===== config.mk =====
export PLATFORM = sky130hd
export DESIGN_NAME = ddr_req_queue
export DESIGN_NICKNAME = d
export VERILOG_FILES = /design/src/rtl/ddr_req_queue.sv
export SDC_FILE = /design/constraint.sdc
export NUM_CORES = 1
export LEC_CHECK = 0
export ABC_CLOCK_PERIOD_IN_PS = 12000
export CORE_ASPECT_RATIO = 2
export CORE_MARGIN = 5
export CORE_UTILIZATION = 63
export CTS_CLUSTER_SIZE = 25
export DETAILED_ROUTE_END_ITERATION = 6
export PLACE_DENSITY = 0.85
export REMOVE_ABC_BUFFERS = 1
export SKIP_CTS_REPAIR_TIMING = 1
export SYNTH_ARGS = -nofsm -noshare
export SYNTH_HDL_FRONTEND = slang
export SYNTH_SLANG_ARGS = --single-unit

===== constraint.sdc =====
create_clock -name clock_t -period 12 [get_ports clock_t]
set_clock_uncertainty 0.05 [all_clocks]
set_input_delay 2.4 -clock clock_t [delete_from_list [all_inputs] [get_ports clock_t]]
set_output_delay 2.4 -clock clock_t [all_outputs]
set_load 0.01 [all_outputs]

===== src/rtl/ddr_req_queue.sv =====
// ddr_req_queue: host-side request FIFO ahead of the DDR controller.
// Requests are queued and issued one at a time with a single-cycle act_cmd
// strobe, then tracked through the controller's dev_busy rise and fall.
// A controller that never raises dev_busy after an issue trips a sticky
// tmo_err, and that request is dropped.
// Optional feature: define DDR_REQ_STATS_EN to enable the saturating
// rd_cnt/wr_cnt issued-command counters. When it is undefined, both ports read 0.
module ddr_req_queue #(
  parameter int DEPTH    = 8,
  parameter int ADDR_W   = 32,
  parameter int DATA_W   = 64,
  parameter int BUSY_TMO = 16
) (
  input  logic                     clock_t,
  input  logic                     reset,
  input  logic                     host_valid,
  output logic                     host_ready,
  input  logic                     host_rw,
  input  logic [ADDR_W-1:0]        host_addr,
  input  logic [DATA_W-1:0]        host_data,
  input  logic                     dev_busy,
  output logic                     act_cmd,
  output logic                     out_rw,
  output logic [ADDR_W-1:0]        out_addr,
  output logic [DATA_W-1:0]        out_data,
  output logic [$clog2(DEPTH):0]   q_count,
  output logic                     tmo_err,
  output logic [15:0]              rd_cnt,
  output logic [15:0]              wr_cnt
);

  localparam int AW      = $clog2(DEPTH);
  localparam int PW      = AW + 1;
  localparam int ENTRY_W = 1 + ADDR_W + DATA_W;
  localparam int TMO_W   = $clog2(BUSY_TMO + 1);

  typedef enum logic [1:0] {IDLE, ISSUE, WAIT_BUSY, WAIT_DONE} state_t;

  state_t              r_state;
  state_t              w_state_next;
  logic [PW-1:0]       r_wr_ptr;
  logic [PW-1:0]       r_rd_ptr;
  logic [PW-1:0]       r_count;
  logic [ENTRY_W-1:0]  r_mem [DEPTH];
  logic                r_act_cmd;
  logic                r_out_rw;
  logic [ADDR_W-1:0]   r_out_addr;
  logic [DATA_W-1:0]   r_out_data;
  logic [TMO_W-1:0]    r_tmo_cnt;
  logic                r_tmo_err;

  logic                w_push;
  logic                w_pop;
  logic                w_tmo_clr;
  logic                w_tmo_inc;
  logic                w_tmo_set;
  logic [ENTRY_W-1:0]  w_head;

  // host_ready comes straight from the registered occupancy; a pop in the
  // same cycle does not open a slot early.
  assign host_ready = (r_count < PW'(DEPTH));
  assign w_push     = host_valid && host_ready;
  assign w_head     = r_mem[r_rd_ptr[AW-1:0]];

  assign act_cmd  = r_act_cmd;
  assign out_rw   = r_out_rw;
  assign out_addr = r_out_addr;
  assign out_data = r_out_data;
  assign q_count  = r_count;
  assign tmo_err  = r_tmo_err;

  // FSM state register
  always_ff @(posedge clock_t or posedge reset) begin
    if (reset) r_state <= IDLE;
    else       r_state <= w_state_next;
  end

  // Next-state and per-state control strobes
  always_comb begin
    w_state_next = r_state;
    w_pop        = 1'b0;
    w_tmo_clr    = 1'b0;
    w_tmo_inc    = 1'b0;
    w_tmo_set    = 1'b0;
    case (r_state)
      IDLE: begin
        // Pop uses the registered count, so a fresh push is never bypassed.
        if ((r_count != '0) && !dev_busy) begin
          w_pop        = 1'b1;
          w_state_next = ISSUE;
        end
      end
      ISSUE: begin
        w_tmo_clr    = 1'b1;
        w_state_next = WAIT_BUSY;
      end
      WAIT_BUSY: begin
        if (dev_busy) begin
          w_state_next = WAIT_DONE;
        end else if (r_tmo_cnt == TMO_W'(BUSY_TMO - 1)) begin
          w_tmo_set    = 1'b1;
          w_state_next = IDLE;
        end else begin
          w_tmo_inc    = 1'b1;
        end
      end
      WAIT_DONE: begin
        if (!dev_busy) w_state_next = IDLE;
      end
      default: w_state_next = IDLE;
    endcase
  end

  // FIFO pointers and occupancy; the pointer MSB separates full from empty
  always_ff @(posedge clock_t or posedge reset) begin
    if (reset) begin
      r_wr_ptr <= '0;
      r_rd_ptr <= '0;
      r_count  <= '0;
    end else begin
      if (w_push) r_wr_ptr <= r_wr_ptr + 1'b1;
      if (w_pop)  r_rd_ptr <= r_rd_ptr + 1'b1;
      case ({w_push, w_pop})
        2'b10:   r_count <= r_count + 1'b1;
        2'b01:   r_count <= r_count - 1'b1;
        default: r_count <= r_count;
      endcase
    end
  end

  // FIFO storage; contents need no reset because the pointers gate every read
  always_ff @(posedge clock_t) begin
    if (w_push) r_mem[r_wr_ptr[AW-1:0]] <= {host_rw, host_addr, host_data};
  end

  // Issued request and strobe; out_* change only on the pop edge
  always_ff @(posedge clock_t or posedge reset) begin
    if (reset) begin
      r_act_cmd  <= 1'b0;
      r_out_rw   <= 1'b0;
      r_out_addr <= '0;
      r_out_data <= '0;
    end else begin
      r_act_cmd <= (w_state_next == ISSUE);
      if (w_pop) {r_out_rw, r_out_addr, r_out_data} <= w_head;
    end
  end

  // Handshake timeout counter and sticky error flag
  always_ff @(posedge clock_t or posedge reset) begin
    if (reset) begin
      r_tmo_cnt <= '0;
      r_tmo_err <= 1'b0;
    end else begin
      if (w_tmo_clr)      r_tmo_cnt <= '0;
      else if (w_tmo_inc) r_tmo_cnt <= r_tmo_cnt + 1'b1;
      if (w_tmo_set)      r_tmo_err <= 1'b1;
    end
  end

`ifdef DDR_REQ_STATS_EN
  logic [15:0] r_rd_cnt;
  logic [15:0] r_wr_cnt;

  // Saturating issued-command counters, advanced on the ISSUE cycle
  always_ff @(posedge clock_t or posedge reset) begin
    if (reset) begin
      r_rd_cnt <= '0;
      r_wr_cnt <= '0;
    end else if (r_state == ISSUE) begin
      if (r_out_rw) begin
        if (r_wr_cnt != 16'hFFFF) r_wr_cnt <= r_wr_cnt + 16'd1;
      end else begin
        if (r_rd_cnt != 16'hFFFF) r_rd_cnt <= r_rd_cnt + 16'd1;
      end
    end
  end

  assign rd_cnt = r_rd_cnt;
  assign wr_cnt = r_wr_cnt;
`else
  assign rd_cnt = 16'd0;
  assign wr_cnt = 16'd0;
`endif

endmodule


======== Word-level counts from Yosys, hierarchy flattened ========
Memory sizes are Yosys's and may differ from the RTL's. A register that Yosys moved wholly into a read port is not among the register bits.
Cells that the tools add are included.
storage, ports and cells
  logic and storage cells ................. 47
  output and inout port bits .............. 136
  bits of input ports ..................... 101
  memories kept ........................... 1
  register bits ........................... 21
  bits in writable memories ............... 776
memories
  memory  depth  bits a word  rd ports  clocked after memory_dff  write ports  line  RTL
  r_mem   8      97           1         1                         1            44    logic [ENTRY_W-1:0] r_mem [DEPTH];
cells by class
  magnitude comparators ................... 1
  $add $sub $neg .......................... 5
  reduce and logical (&&, ||, !) cells .... 7
  eq/ne operators ......................... 7
  multiplexer cells ....................... 19
operators with widths
  operator                                          count
  adder 4 x 1 -> 4 bit, second input constant       3
  two-way mux 1 bit                                 11
  two-way mux 5 bit                                 2
  two-way mux 2 bit                                 4
  case mux 2 bit (4 select lines)                   1
  case mux 4 bit (2 select lines)                   1
  == test 2 x 1 -> 1 bit, second input constant     3
  == test 2 bit, second input constant              3
  adder 5 x 1 -> 5 bit, second input constant       1
  == test 5 x 4 -> 1 bit, second input constant     1
  < comparator 4 bit, second input constant         1
  nonzero test 2 bit                                2
  nonzero test 4 bit                                1
  subtractor 4 x 1 -> 4 bit, second input constant  1
  logical AND 1 bit                                 2
  zero test 2 bit                                   1
  zero test 1 bit                                   1

======== Longest topological paths before layout ========
Gate-level depths: netlist of the first run.
  depth in word-level cells ............... 6
  mapped depth ............................ 12
  depth with buffers taken out ............ 10

======== Worst setup path after synthesis of the first run ========
No wires, ideal clock.
  path type ............................... input -> register
  start ................................... input host_valid
  end ..................................... memory r_mem[0][0] in the netlist's numbering, enable pin
  slack ................................... 1.830 ns
  path buffers ............................ 0
  arrival ................................. 9.448 ns
  stages on the path ...................... 3
  library setup time ...................... 0.671 ns
  data required time ...................... 11.279 ns
  cells stage by stage .................... nor2b_1 -> nand2b_1 -> nor3_1
between the ends
  cells in the longest elaborated chain, start to end .. 3
RTL lines
  item                                     line  RTL
  start: declaration                       16    input logic host_valid,
  logical AND 1 bit                        62    assign w_push = host_valid && host_ready;
  two-way mux 1 bit                        133   if (w_push) r_mem[r_wr_ptr[AW-1:0]] <= {host_rw, host_addr, host_data};
  two-way mux 1 bit (not written as such)  133
  end: declaration                         44
Every way passes these cells.

======== Final worst setup path of the first run ========
  start ................................... input host_valid
  end ..................................... memory r_mem[5][27] in the netlist's numbering, enable pin
Same word-level chain as after synthesis.

==> results of run 1 <==
-- synthesized netlist by cell type (all sizes together), types with 3 or more instances --
cell | n | area [um2]
buf | 86 | 653
clkbuf | 25 | 93.8
dfrtp | 116 | 2900
edfxtp | 776 | 23300
ha | 7 | 87.6
inv | 6 | 22.5
mux2 | 4 | 45.0
mux2i | 97 | 971
mux4 | 194 | 4370
nand2 | 112 | 420
nand2b | 5 | 31.3
nor2 | 12 | 45.0
nor3 | 3 | 15.0
o21ai | 103 | 523
xnor2 | 5 | 51.3
xor2 | 4 | 35.0
-- worst register-to-register path: stages (launching register included) --
cell	delay [ps]
dfrtp_4	970
buf_4	650
buf_4	980
mux4_2	690
mux2i_1	290
o21ai_0	120
-- registers in the layout, indices dropped and copies added, names as in the netlist --
signal / count
tmo_err: 1
out_data: 64
r_mem: 776
act_cmd: 1
r_rd_ptr: 3
r_state: 2
out_rw: 1
out_addr: 32
r_tmo_cnt: 5
r_wr_ptr: 3
q_count: 4
-- how the worst max path moves through the flow --
stage | startpoint | end | slack [ps] | cells past startpoint
3_5_place_dp | host_valid | r_mem[5][87] | 5940 | 7
5_1_grt | host_valid | r_mem[5][37] | 6430 | 7
4_1_cts | host_valid | r_mem[5][37] | 6530 | 7
3_3_place_gp | host_valid | r_mem[5][2] | 5990 | 7
2_1_floorplan | host_valid | r_mem[0][0] | 1830 | 3
6_report | host_valid | r_mem[5][27] | 6550 | 7
-- area by class of cell --
type                            instances  area [um2]  area share [%]
Antenna cell                            7        17.5          0.0452
Clock buffer                           91        2010            5.18
Clock inverter                         38         515            1.33
Inverter                                6        27.5          0.0710
Multi-Input combinational cell        598        6910            17.8
Sequential cell                       892       26200            67.6
Tap cell                              671         840            2.16
Timing Repair Buffer                  230        2250            5.80
-- metal layers --
| layer | wire, um | track usage [%] | up-vias |
|---|---|---|---|
| li1 | - | - | 6734 |
| met3 | 5630 | 4.20 | 159 |
| met1 | 26600 | 33.8 | 8495 |
| met2 | 42400 | 47.7 | 990 |
| met5 | 30 | 0 | - |
| met4 | 3390 | 12.2 | 4 |
-- where the power goes --
group / total (mW) / switching, mW / leakage [nW] / internal [mW]
combinational: 2.35 / 1.18 / 3.32 / 1.17
sequential: 4.13 / 0.331 / 8.43 / 3.79
clock: 2.53 / 1.08 / 1.24 / 1.45
-- metrics by stage --
| step | utilization [%] | cells | cell area [um2] |
|---|---|---|---|
| after floorplan | - | 1496 | 33100 |
| after global placement | 68.0 | 2397 | 36200 |
| after detailed placement | 68.0 | 2397 | 36200 |
| after CTS | 72.7 | 2526 | 38800 |
| after global routing | 72.8 | 2532 | 38800 |
| final | 72.8 | 2533 | 38800 |
-- kinds of logic after synthesis --
kind of cell / count (synthesis)
xor+xnor: 9
fa+ha+maj: 7
flops: 892
other cells: 1
buf+inv: 117
mux: 295
simple gates: 141
compound gates: 114
==> Flow_metrics.wiki, run 1 <==
{| class="wikitable"
! Metric !! Value
|-
| Final setup violating endpoints || 0
|-
| Number of synthesis warnings || 0
|-
| Portion of the clock cycle consumed by the worst path in the final layout || 45.4%
|-
| End of the worst register-to-register path || out_data[58]
|-
| EDFF count, synth || 776
|-
| Run status || finished clean
|-
| Via-to-Cell Ratio || 6.47
|-
| Max stage delay cell, worst path || nor2_4
|-
| Height of the die || 337 um
|-
| Overflow left after global routing || 0
|-
| Number of port buffers || 204
|-
| Wire length per cell after detailed routing || 30.8 um
|-
| Basic-gate share of the synthesized area counting and, or, nand and nor cells || 1.69%
|-
| Unrepaired setup endpoints after global routing || false
|-
| Setup_tns || 0 ps
|-
| Wirelength, routed || 78100 um
|-
| Cell occurring most often along the worst timing path || buf_4
|-
| Clk pin slew, worst setup/hold paths || 70 ps
|-
| Horizontal die dimension || 174 um
|-
| Fraction of synthesized cell area in xor and xnor cells || 0.256%
|-
| Proportion of register bits with asynchronous set or reset after synthesis || 13.0%
|-
| Minimum clock period after layout || 5450 ps
|-
| Leading cell type in the layout, fill and taps excluded || edfxtp_1
|-
| Arrival time at the worst endpoint || 5640 ps
|-
| Worst Hold Path Cells || 2
|-
| Synth-to-layout area growth || 15.1%
|-
| Total routing resource utilization after global routing || 27.1%
|-
| Number of nets in the final layout || 1906
|-
| Starting density of the core || 63.2%
|-
| Setup CP Type || in2reg
|-
| Maximum number of pins on one net before global-route repair || 127
|-
| Clock sink count || 892
|-
| TritonCTS buffer count || 70
|-
| Multiplexer share of the synthesized area || 16.0%
|-
| Routed via count || 16.4k
|-
| Synthesized-area fraction occupied by ao, oa, aoi and oai cells || 1.79%
|-
| Average footprint of a synthesized cell || 21.4 um2
|-
| Final worst setup slack || 6550 ps
|-
| Violation count after the first detailed-routing iteration || 1923
|-
| Number of antenna violations at the first check in global routing || 8
|-
| Maximum level of the CTS H-tree || 3
|-
| Sort of element at the end of the critical path || flop
|-
| Global-route wire length before repair || 116000 um
|-
| Source of the worst hold timing path || out_data[35]
|-
| Post-DP HPWL || 41700 um
|-
| CTS tree || yes
|-
| Routability congestion estimate || 0.741
|-
| Worst vdd rail ir drop || 0.182 mV
|-
| Insertion delay of the later-clocked pin in the worst-skew pair || 620 ps
|-
| Family with the most delay on the worst path || buffers and inverters
|-
| Static leakage || 13.0 nW
|-
| Clock tree root driver cell || clkbuf_16
|-
| #FFs+latches synth || 892
|-
| Worst reg-to-reg setup slack || 8110 ps
|-
| Count of distinct cell types in the synthesized netlist || 38
|-
| Startpoint Class || primary input
|-
| Relative slew margins || 17.5%
|-
| Share of cells above drive strength 1 || 19.2%
|-
| Total DRC errors in the routed layout || 0
|-
| Type of the worst min-delay path || reg2reg
|-
| Top-Level Pins || 237
|-
| Length in cells of the worst reg-to-reg path || 5
|-
| Max Slew Vio Count || 0
|-
| Number of endpoints with negative hold slack in the final report || 0
|-
| Slew of the pin with the lowest slew margin || 1240 ps
|-
| Delay of the slowest cell on the worst path || 820 ps
|-
| Filler instances || 2831
|-
| Min-Delay Endpoint || out_data[35]
|-
| Crit path cell chain || clkdlybuf4s50_1 -> nor2b_1 -> buf_4 -> nand2_1 -> nor2_4 -> buf_4 -> buf_4
|-
| Die area || 58500 um2
|-
| Number of global-route vias before repair || 17.3k
|-
| Post-placement worst setup slack || 5940 ps
|-
| Pwr dens || 232 nW/um2
|-
| Part of the Yosys area used for sequential elements || 77.7%
|-
| Max Clock Freq || 183 MHz
|-
| Critical Path RT || 12180 ps
|-
| Post-Synthesis Cells || 1576
|-
| Area of the core || 53300 um2
|-
| Combined area of all synthesized cells || 33700 um2
|-
| Top library cells by usage in the layout, fill and taps aside || edfxtp_1 (776), clkdlybuf4s50_1 (204), mux4_2 (194)
|-
| Hold Worst Slack || 431 ps
|-
| Dominant register cell in the synthesized netlist || edfxtp_1
|-
| Worst Path Buf+Inv || 4
|-
| Detailed-routing iteration count for the pre-antenna-repair pass || 5
|-
| Pwr Total || 9.00 mW
|-
| Biggest fanout along the worst timing path || 41
|-
| Number of core rows || 120
|-
| R2r startpoint || r_rd_ptr[1]
|-
| Synthesized-area fraction occupied by adder cells || 0.260%
|-
| Main combinational cell family by area after synthesis || multiplexers
|-
| Post-detailed-route count of antenna-violating nets || 0
|-
| Maximum buffer depth of the clock tree || 3
|-
| Max cap viols || 0
|}
(Power assumes the default switching activity.)
==> inputs of run 2 (changes only) <==
Settings changed: ABC_CLOCK_PERIOD_IN_PS 12000 to 4500, CORE_UTILIZATION 63 to 53, PLACE_DENSITY 0.85 to 0.76.
Clock period 12 ns to 4.5 ns, I/O delays scaled along.
==> run 2 against run 1 <==
  * Global-route usage fell by 7.0 points
  * Total power rose to 2.6 times the previous value
  * Non-clock buffer count up 8
  * Die area is 18% higher
  * Design area grew 1.3%
  * First-iteration DRC count decreased by 26%
  * Cell count is 5.4% higher
  * Sequential power increased to 2.6 times the previous value
==> Flow_metrics.wiki, run 2 (synthesis gave the netlist of run 1 again) <==
{| class="wikitable"
! Metric !! Value
|-
| Worst reg-to-reg setup slack || 1810 ps (-6300 ps)
|-
| Max stage delay cell, worst path || nor2b_1
|-
| Sort of element at the end of the critical path || flop
|-
| Wire length per cell after detailed routing || 25.8 um (-16%)
|-
| Post-detailed-route count of antenna-violating nets || 0 (unchanged)
|-
| Min-Delay Endpoint || out_addr[12]
|-
| Part of the total power dissipated in sequential elements || 45.9% (about the same)
|-
| End of the worst register-to-register path || out_addr[15]
|-
| R2r startpoint || r_rd_ptr[0]
|-
| Clock sink count || 892 (unchanged)
|-
| Insertion delay of the later-clocked pin in the worst-skew pair || 610 ps (about the same)
|-
| Family with the most delay on the worst path || simple AND/OR/NAND/NOR gates
|-
| Worst Hold Path Cells || 2 (unchanged)
|-
| Clock tree root driver cell || clkbuf_16
|-
| Via-to-Cell Ratio || 5.81 (-10%)
|-
| Type of the worst min-delay path || reg2reg
|-
| Max cap viols || 0 (unchanged)
|-
| Total routing resource utilization after global routing || 20.2% (-7.0 points)
|-
| Run status || finished clean
|-
| Total DRC errors in the routed layout || 0 (unchanged)
|-
| Die area || 69000 um2 (+18%)
|-
| Filler instances || 4257 (+50%)
|-
| Post-Layout Cell Count || 2671 (+5.4%)
|-
| Flip-flop count of the largest register after layout || 776 (unchanged)
|-
| Routability congestion estimate || 0.738 (-0.38%)
|-
| Top-Level Pins || 237 (unchanged)
|-
| Post-placement worst setup slack || 845 ps (-5100 ps)
|-
| Number of endpoints with negative hold slack in the final report || 0 (unchanged)
|-
| Switching component of the power || 6.57 mW (+150%)
|-
| Leading cell type in the layout, fill and taps excluded || edfxtp_1
|-
| Relative slew margins || 36.6% (+19 points)
|-
| Routed via count || 15.5k (-5.2%)
|-
| Wirelength, routed || 69000 um (-12%)
|-
| Length in cells of the worst reg-to-reg path || 4 (-1)
|-
| Pwr dens || 604 nW/um2 (+160%)
|-
| Cell Count Post-Placement || 2526 (+5.4%)
|-
| Critical Path RT || 4700 ps (-7480 ps)
|-
| Worst vdd rail ir drop || 0.414 mV (+130%)
|-
| Final worst setup slack || 1510 ps (-5040 ps)
|-
| Setup_tns || 0 ps (unchanged)
|-
| Static leakage || 13.1 nW (+0.68%)
|-
| Hold Worst Slack || 427 ps (-3.37 ps)
|-
| Max Slew Vio Count || 0 (unchanged)
|-
| Maximum level of the CTS H-tree || 3 (unchanged)
|-
| Max Clock Freq || 334 MHz
|-
| Net switching fraction of the power || 27.7% (-1.0 points)
|-
| Synth-to-layout area growth || 16.5%
|-
| Post-DP HPWL || 38900 um (-6.8%)
|-
| Arrival time at the worst endpoint || 3190 ps (-2450 ps)
|-
| Number of core rows || 130 (+8.3%)
|-
| Maximum number of pins on one net before global-route repair || 199 (+57%)
|-
| Share of cells above drive strength 1 || 19.5% (+0.35 points)
|-
| Number of antenna violations at the first check in global routing || 6 (-2)
|-
| Multi-input logic area || 6910 um2 (unchanged)
|-
| Crit path cell chain || clkdlybuf4s50_1 -> nor2b_1 -> nand2_1 -> nor3_2 -> buf_12
|-
| CTS tree || yes
|-
| Final setup violating endpoints || 0 (unchanged)
|-
| Horizontal die dimension || 188 um (+8.5%)
|-
| Clock share of power || 28.1% (about the same)
|-
| Detailed-routing iteration count for the pre-antenna-repair pass || 5 (unchanged)
|-
| Number of global-route vias before repair || 16.6k (-3.8%)
|-
| Unrepaired setup endpoints after global routing || false
|-
| Maximum buffer depth of the clock tree || 3 (unchanged)
|-
| Footprint of the flip-flops and latches || 26200 um2 (unchanged)
|-
| Startpoint Class || primary input
|-
| Slew of the pin with the lowest slew margin || 952 ps (-286 ps)
|-
| Source of the worst hold timing path || out_addr[12]
|-
| Clk pin slew, worst setup/hold paths || 60 ps (about the same)
|-
| Power Internal || 17.2 mW (+170%)
|-
| Gate power share || 26.0% (about the same)
|-
| Starting density of the core || 53.5% (-9.7 points)
|-
| Area of the core || 62900 um2 (+18%)
|-
| Setup CP Type || in2reg
|-
| TritonCTS buffer count || 76 (+8.6%)
|-
| Overflow left after global routing || 0 (unchanged)
|-
| Delay of the slowest cell on the worst path || 600 ps (-220 ps)
|-
| Global-route wire length before repair || 105000 um (-10%)
|-
| Height of the die || 367 um (+8.8%)
|-
| Biggest fanout along the worst timing path || 55 (+34%)
|-
| Portion of the clock cycle consumed by the worst path in the final layout || 66.5%
|-
| Worst Path Buf+Inv || 2 (-2)
|-
| Minimum clock period after layout || 2990 ps
|-
| Number of nets in the final layout || 1920 (+0.73%)
|-
| Violation count after the first detailed-routing iteration || 1417 (-26%)
|-
| Number of port buffers || 204 (unchanged)
|-
| Top library cells by usage in the layout, fill and taps aside || edfxtp_1 (776), clkdlybuf4s50_1 (204), mux4_2 (194)
|}
==> run 2: cell count changes in the layout (fill, tap and decap cells not counted), sizes merged <==
cell	delta
clkinv	-2
buf	+8
clkinvlp	+7
bufinv	-4
clkbuf	+13
diode	-1
inv	-4
==> run 2: per-stage QoR <==
step / cell area, um2 / utilization, % / total power [mW]
floorplan: 33100 / - / 15.4
global placement: 36700 / 58.3 / 17.2
detailed placement: 36700 / 58.3 / 17.4
CTS: 39300 / 62.4 / 24.1
global route: 39300 / 62.4 / 24.9
finish: 39300 / 62.4 / 23.7
==> run 2: worst max-delay path by stage <==
stage,startpoint,end,slack (ps),cells past startpoint
2_1_floorplan,host_valid,r_mem[0][0],-4170,3
3_3_place_gp,host_valid,r_mem[2][74],890,5
3_5_place_dp,host_valid,r_mem[5][12],840,5
5_1_grt,host_valid,r_mem[2][13],1440,5
4_1_cts,host_valid,r_mem[5][94],1490,5
6_report,host_valid,r_mem[1][48],1510,5
==> run 2: layer usage <==
layer	GRT usage [%]	up-vias	wire length, um
met5	0	-	0
met3	3.47	86	3680
met1	25.2	8196	26300
li1	-	6787	-
met2	36.3	457	37500
met4	6.10	0	1520
==> run 2: worst register-to-register path: stages (launching register included) <==
cell and delay (ps):
dfrtp_4 1030, buf_4 450, mux4_2 550, mux2i_1 320
o21ai_0 120
==> run 2: layout make-up <==
| class | count | share of cell area (%) |
|---|---|---|
| Clock inverter | 35 | 1.02 |
| Multi-Input combinational cell | 598 | 17.6 |
| Timing Repair Buffer | 238 | 6.52 |
| Sequential cell | 892 | 66.8 |
| Inverter | 6 | 0.0701 |
| Tap cell | 792 | 2.52 |
| Antenna cell | 6 | 0.0382 |
| Clock buffer | 104 | 5.48 |
==> run 2: power by group through the flow <==
stage / clock (mW) / combinational (mW) / sequential (mW)
6_report: 6.65 / 6.18 / 10.9
5_1_grt: 7.15 / 6.69 / 11.0
4_1_cts: 6.81 / 6.33 / 10.9
3_5_place_dp: 0 / 6.29 / 11.1
3_3_place_gp: 0 / 6.19 / 11.0
2_1_floorplan: 0 / 3.81 / 11.6
==> inputs of run 3 (changes only) <==
Settings changed: ABC_CLOCK_PERIOD_IN_PS 4500 to 2400.
Clock period 4.5 ns to 2.4 ns, I/O delays scaled along.
==> run 3 against run 2 <==
  * Die area stayed put
  * Combinational power is 110% higher
  * Flip-flop and latch count stayed put
  * Clock power is 88% higher
  * Hold slack worse by 180 ps
  * First-iteration DRC count is 16% lower
  * Register-to-register slack worse by 1700 ps
  * Core utilization is 1.8 points higher
  * Total power is 91% higher
==> Flow_metrics.wiki, run 3 (synthesis gave the netlist of run 1 again) <==
{| class="wikitable"
! Metric !! Value
|-
| Max stage delay cell, worst path || nor4_1
|-
| Crit path cell chain || nor4_1 -> or4_4 -> inv_2 -> ha_1 -> xor2_1 -> ha_1 -> a21oi_1 -> xor2_1 -> nor2_1 -> xor2_1
|-
| Height of the die || 367 um (unchanged)
|-
| Utilization of the core after routing || 64.2% (+1.8 points)
|-
| Number of core rows || 130 (unchanged)
|-
| Top library cells by usage in the layout, fill and taps aside || edfxtp_1 (776), clkdlybuf4s50_1 (204), mux4_2 (194)
|-
| Static leakage || 13.7 nW (+4.7%)
|-
| Routed via count || 16.0k (+2.9%)
|-
| Footprint of the flip-flops and latches || 26200 um2 (unchanged)
|-
| TritonCTS buffer count || 76 (unchanged)
|-
| Arrival time at the worst endpoint || 2670 ps (-520 ps)
|-
| Slew of the pin with the lowest slew margin || 592 ps (-359 ps)
|-
| Detailed-routing iteration count for the pre-antenna-repair pass || 5 (unchanged)
|-
| Max Slew Vio Count || 0 (unchanged)
|-
| Filler instances || 4124 (-3.1%)
|-
| Max Clock Freq || 446 MHz
|-
| Pwr dens || 1120 nW/um2 (+86%)
|-
| Number of nets in the final layout || 2006 (+4.5%)
|-
| Clock tree root driver cell || clkbuf_16
|-
| Number of endpoints with negative hold slack in the final report || 0 (unchanged)
|-
| Clk pin slew, worst setup/hold paths || 70 ps (about the same)
|-
| Number of port buffers || 204 (unchanged)
|-
| Top-Level Pins || 237 (unchanged)
|-
| Total DRC errors in the routed layout || 0 (unchanged)
|-
| Maximum buffer depth of the clock tree || 3 (unchanged)
|-
| Insertion delay of the later-clocked pin in the worst-skew pair || 610 ps (about the same)
|-
| Startpoint Class || flop
|-
| Global-route wire length before repair || 108000 um (+3.4%)
|-
| Wire length per cell after detailed routing || 25.7 um (-0.57%)
|-
| Delay of the slowest cell on the worst path || 410 ps (-190 ps)
|-
| Number of global-route vias before repair || 17.4k (+4.7%)
|-
| Relative slew margins || 60.5% (+24 points)
|-
| Sort of element at the end of the critical path || flop
|-
| Worst vdd rail ir drop || 0.857 mV (+110%)
|-
| Via-to-Cell Ratio || 5.79 (-0.38%)
|-
| Cell occurring most often along the worst timing path || xor2_1
|-
| Horizontal die dimension || 188 um (unchanged)
|-
| Clock sink count || 892 (unchanged)
|-
| Routability congestion estimate || 0.755 (+2.3%)
|-
| Minimum clock period after layout || 2240 ps
|-
| Overflow left after global routing || 0 (unchanged)
|-
| Post-DP HPWL || 44100 um (+13%)
|-
| Post-detailed-route count of antenna-violating nets || 0 (unchanged)
|-
| Setup CP Type || reg2reg
|-
| Final Cell Area || 40400 um2 (+3.0%)
|-
| Maximum number of pins on one net before global-route repair || 118 (-41%)
|-
| Type of the worst min-delay path || in2async
|-
| Wirelength, routed || 70900 um (+2.7%)
|-
| Critical Path RT || 2830 ps (-1870 ps)
|-
| Share of cells above drive strength 1 || 23.5% (+4.0 points)
|-
| Portion of the clock cycle consumed by the worst path in the final layout || 93.4%
|-
| Leading cell type in the layout, fill and taps excluded || edfxtp_1
|-
| Multi-input logic area || 6910 um2 (unchanged)
|-
| Max cap viols || 0 (unchanged)
|-
| Unrepaired setup endpoints after global routing || false
|-
| Starting density of the core || 53.5% (unchanged)
|-
| Violation count after the first detailed-routing iteration || 1187 (-16%)
|-
| Biggest fanout along the worst timing path || 2 (-96%)
|-
| Area of the core || 62900 um2 (unchanged)
|-
| Final setup violating endpoints || 0 (unchanged)
|-
| Number of antenna violations at the first check in global routing || 7 (+1)
|-
| Placed cell area || 37800 um2 (+3.1%)
|-
| Total routing resource utilization after global routing || 20.8% (+0.63 points)
|-
| Flip-flop count of the largest register after layout || 776 (unchanged)
|-
| Die area || 69000 um2 (unchanged)
|-
| Run status || finished clean
|-
| CTS tree || yes
|-
| Maximum level of the CTS H-tree || 3 (unchanged)
|-
| Synth-to-layout area growth || 20.0%
|}
==> run 3: per-stage QoR <==
stage | instances | total power, mW | setup TNS (ps) | worst slack [ps] | hold slack (ps)
2_1_floorplan | 1496 | 26.3 | -3690880 | -5850 | 400
3_3_place_gp | 2612 | 33.0 | -21210 | -328 | 411
3_5_place_dp | 2612 | 33.4 | -40330 | -256 | 423
4_1_cts | 2754 | 45.9 | 0 | 114 | 223
5_1_grt | 2759 | 47.5 | 0 | 10.9 | 267
6_report | 2760 | 45.3 | 0 | 159 | 244
==> run 3: worst max-delay path: cells and delay by family (launching register included) <==
| family | cells | cell delay [ps] |
|---|---|---|
| simple gates | 3 | 690 |
| buf+inv | 1 | 40 |
| xor+xnor | 3 | 460 |
| compound gates | 1 | 150 |
| fa+ha+maj | 2 | 370 |
| flops | 1 | 380 |
==> run 3: worst paths after layout <==
kind / start / endpoint / slack [ps] / cells past startpoint
max: q_count[0] / q_count[2] / 160 / 10
min: reset / out_data[14] / 240 / 2
max reg2reg: q_count[0] / q_count[2] / 160 / 10
min reg2reg: out_data[44] / out_data[44] / 430 / 2
min in group clock_t: out_data[44] / out_data[44] / 430 / 2
max in group asynchronous: reset / out_data[3] / 1510 / 3
==> run 3: layout make-up <==
cell class                      count  area share [%]
Clock inverter                     53            1.27
Multi-Input combinational cell    598            17.1
Timing Repair Buffer              324            9.14
Sequential cell                   892            64.8
Antenna cell                        6          0.0371
Clock buffer                       89            5.11
Inverter                            6          0.0681
Tap cell                          792            2.45
==> run 3: report_power, final <==
part           switching [mW]  internal (mW)  total [mW]
combinational            6.18           6.67        12.8
sequential               1.02           19.0        20.0
clock                    5.49           7.01        12.5
==> run 3: metal layers <==
metal  up-vias  track usage (%)  part of all wire [%]
met3       116             3.49                   5.3
met4         0             7.22                   2.8
met2       564             36.4                    54
met1      8340             26.6                    38
li1       6963                -                     -
met5         -                0                     0
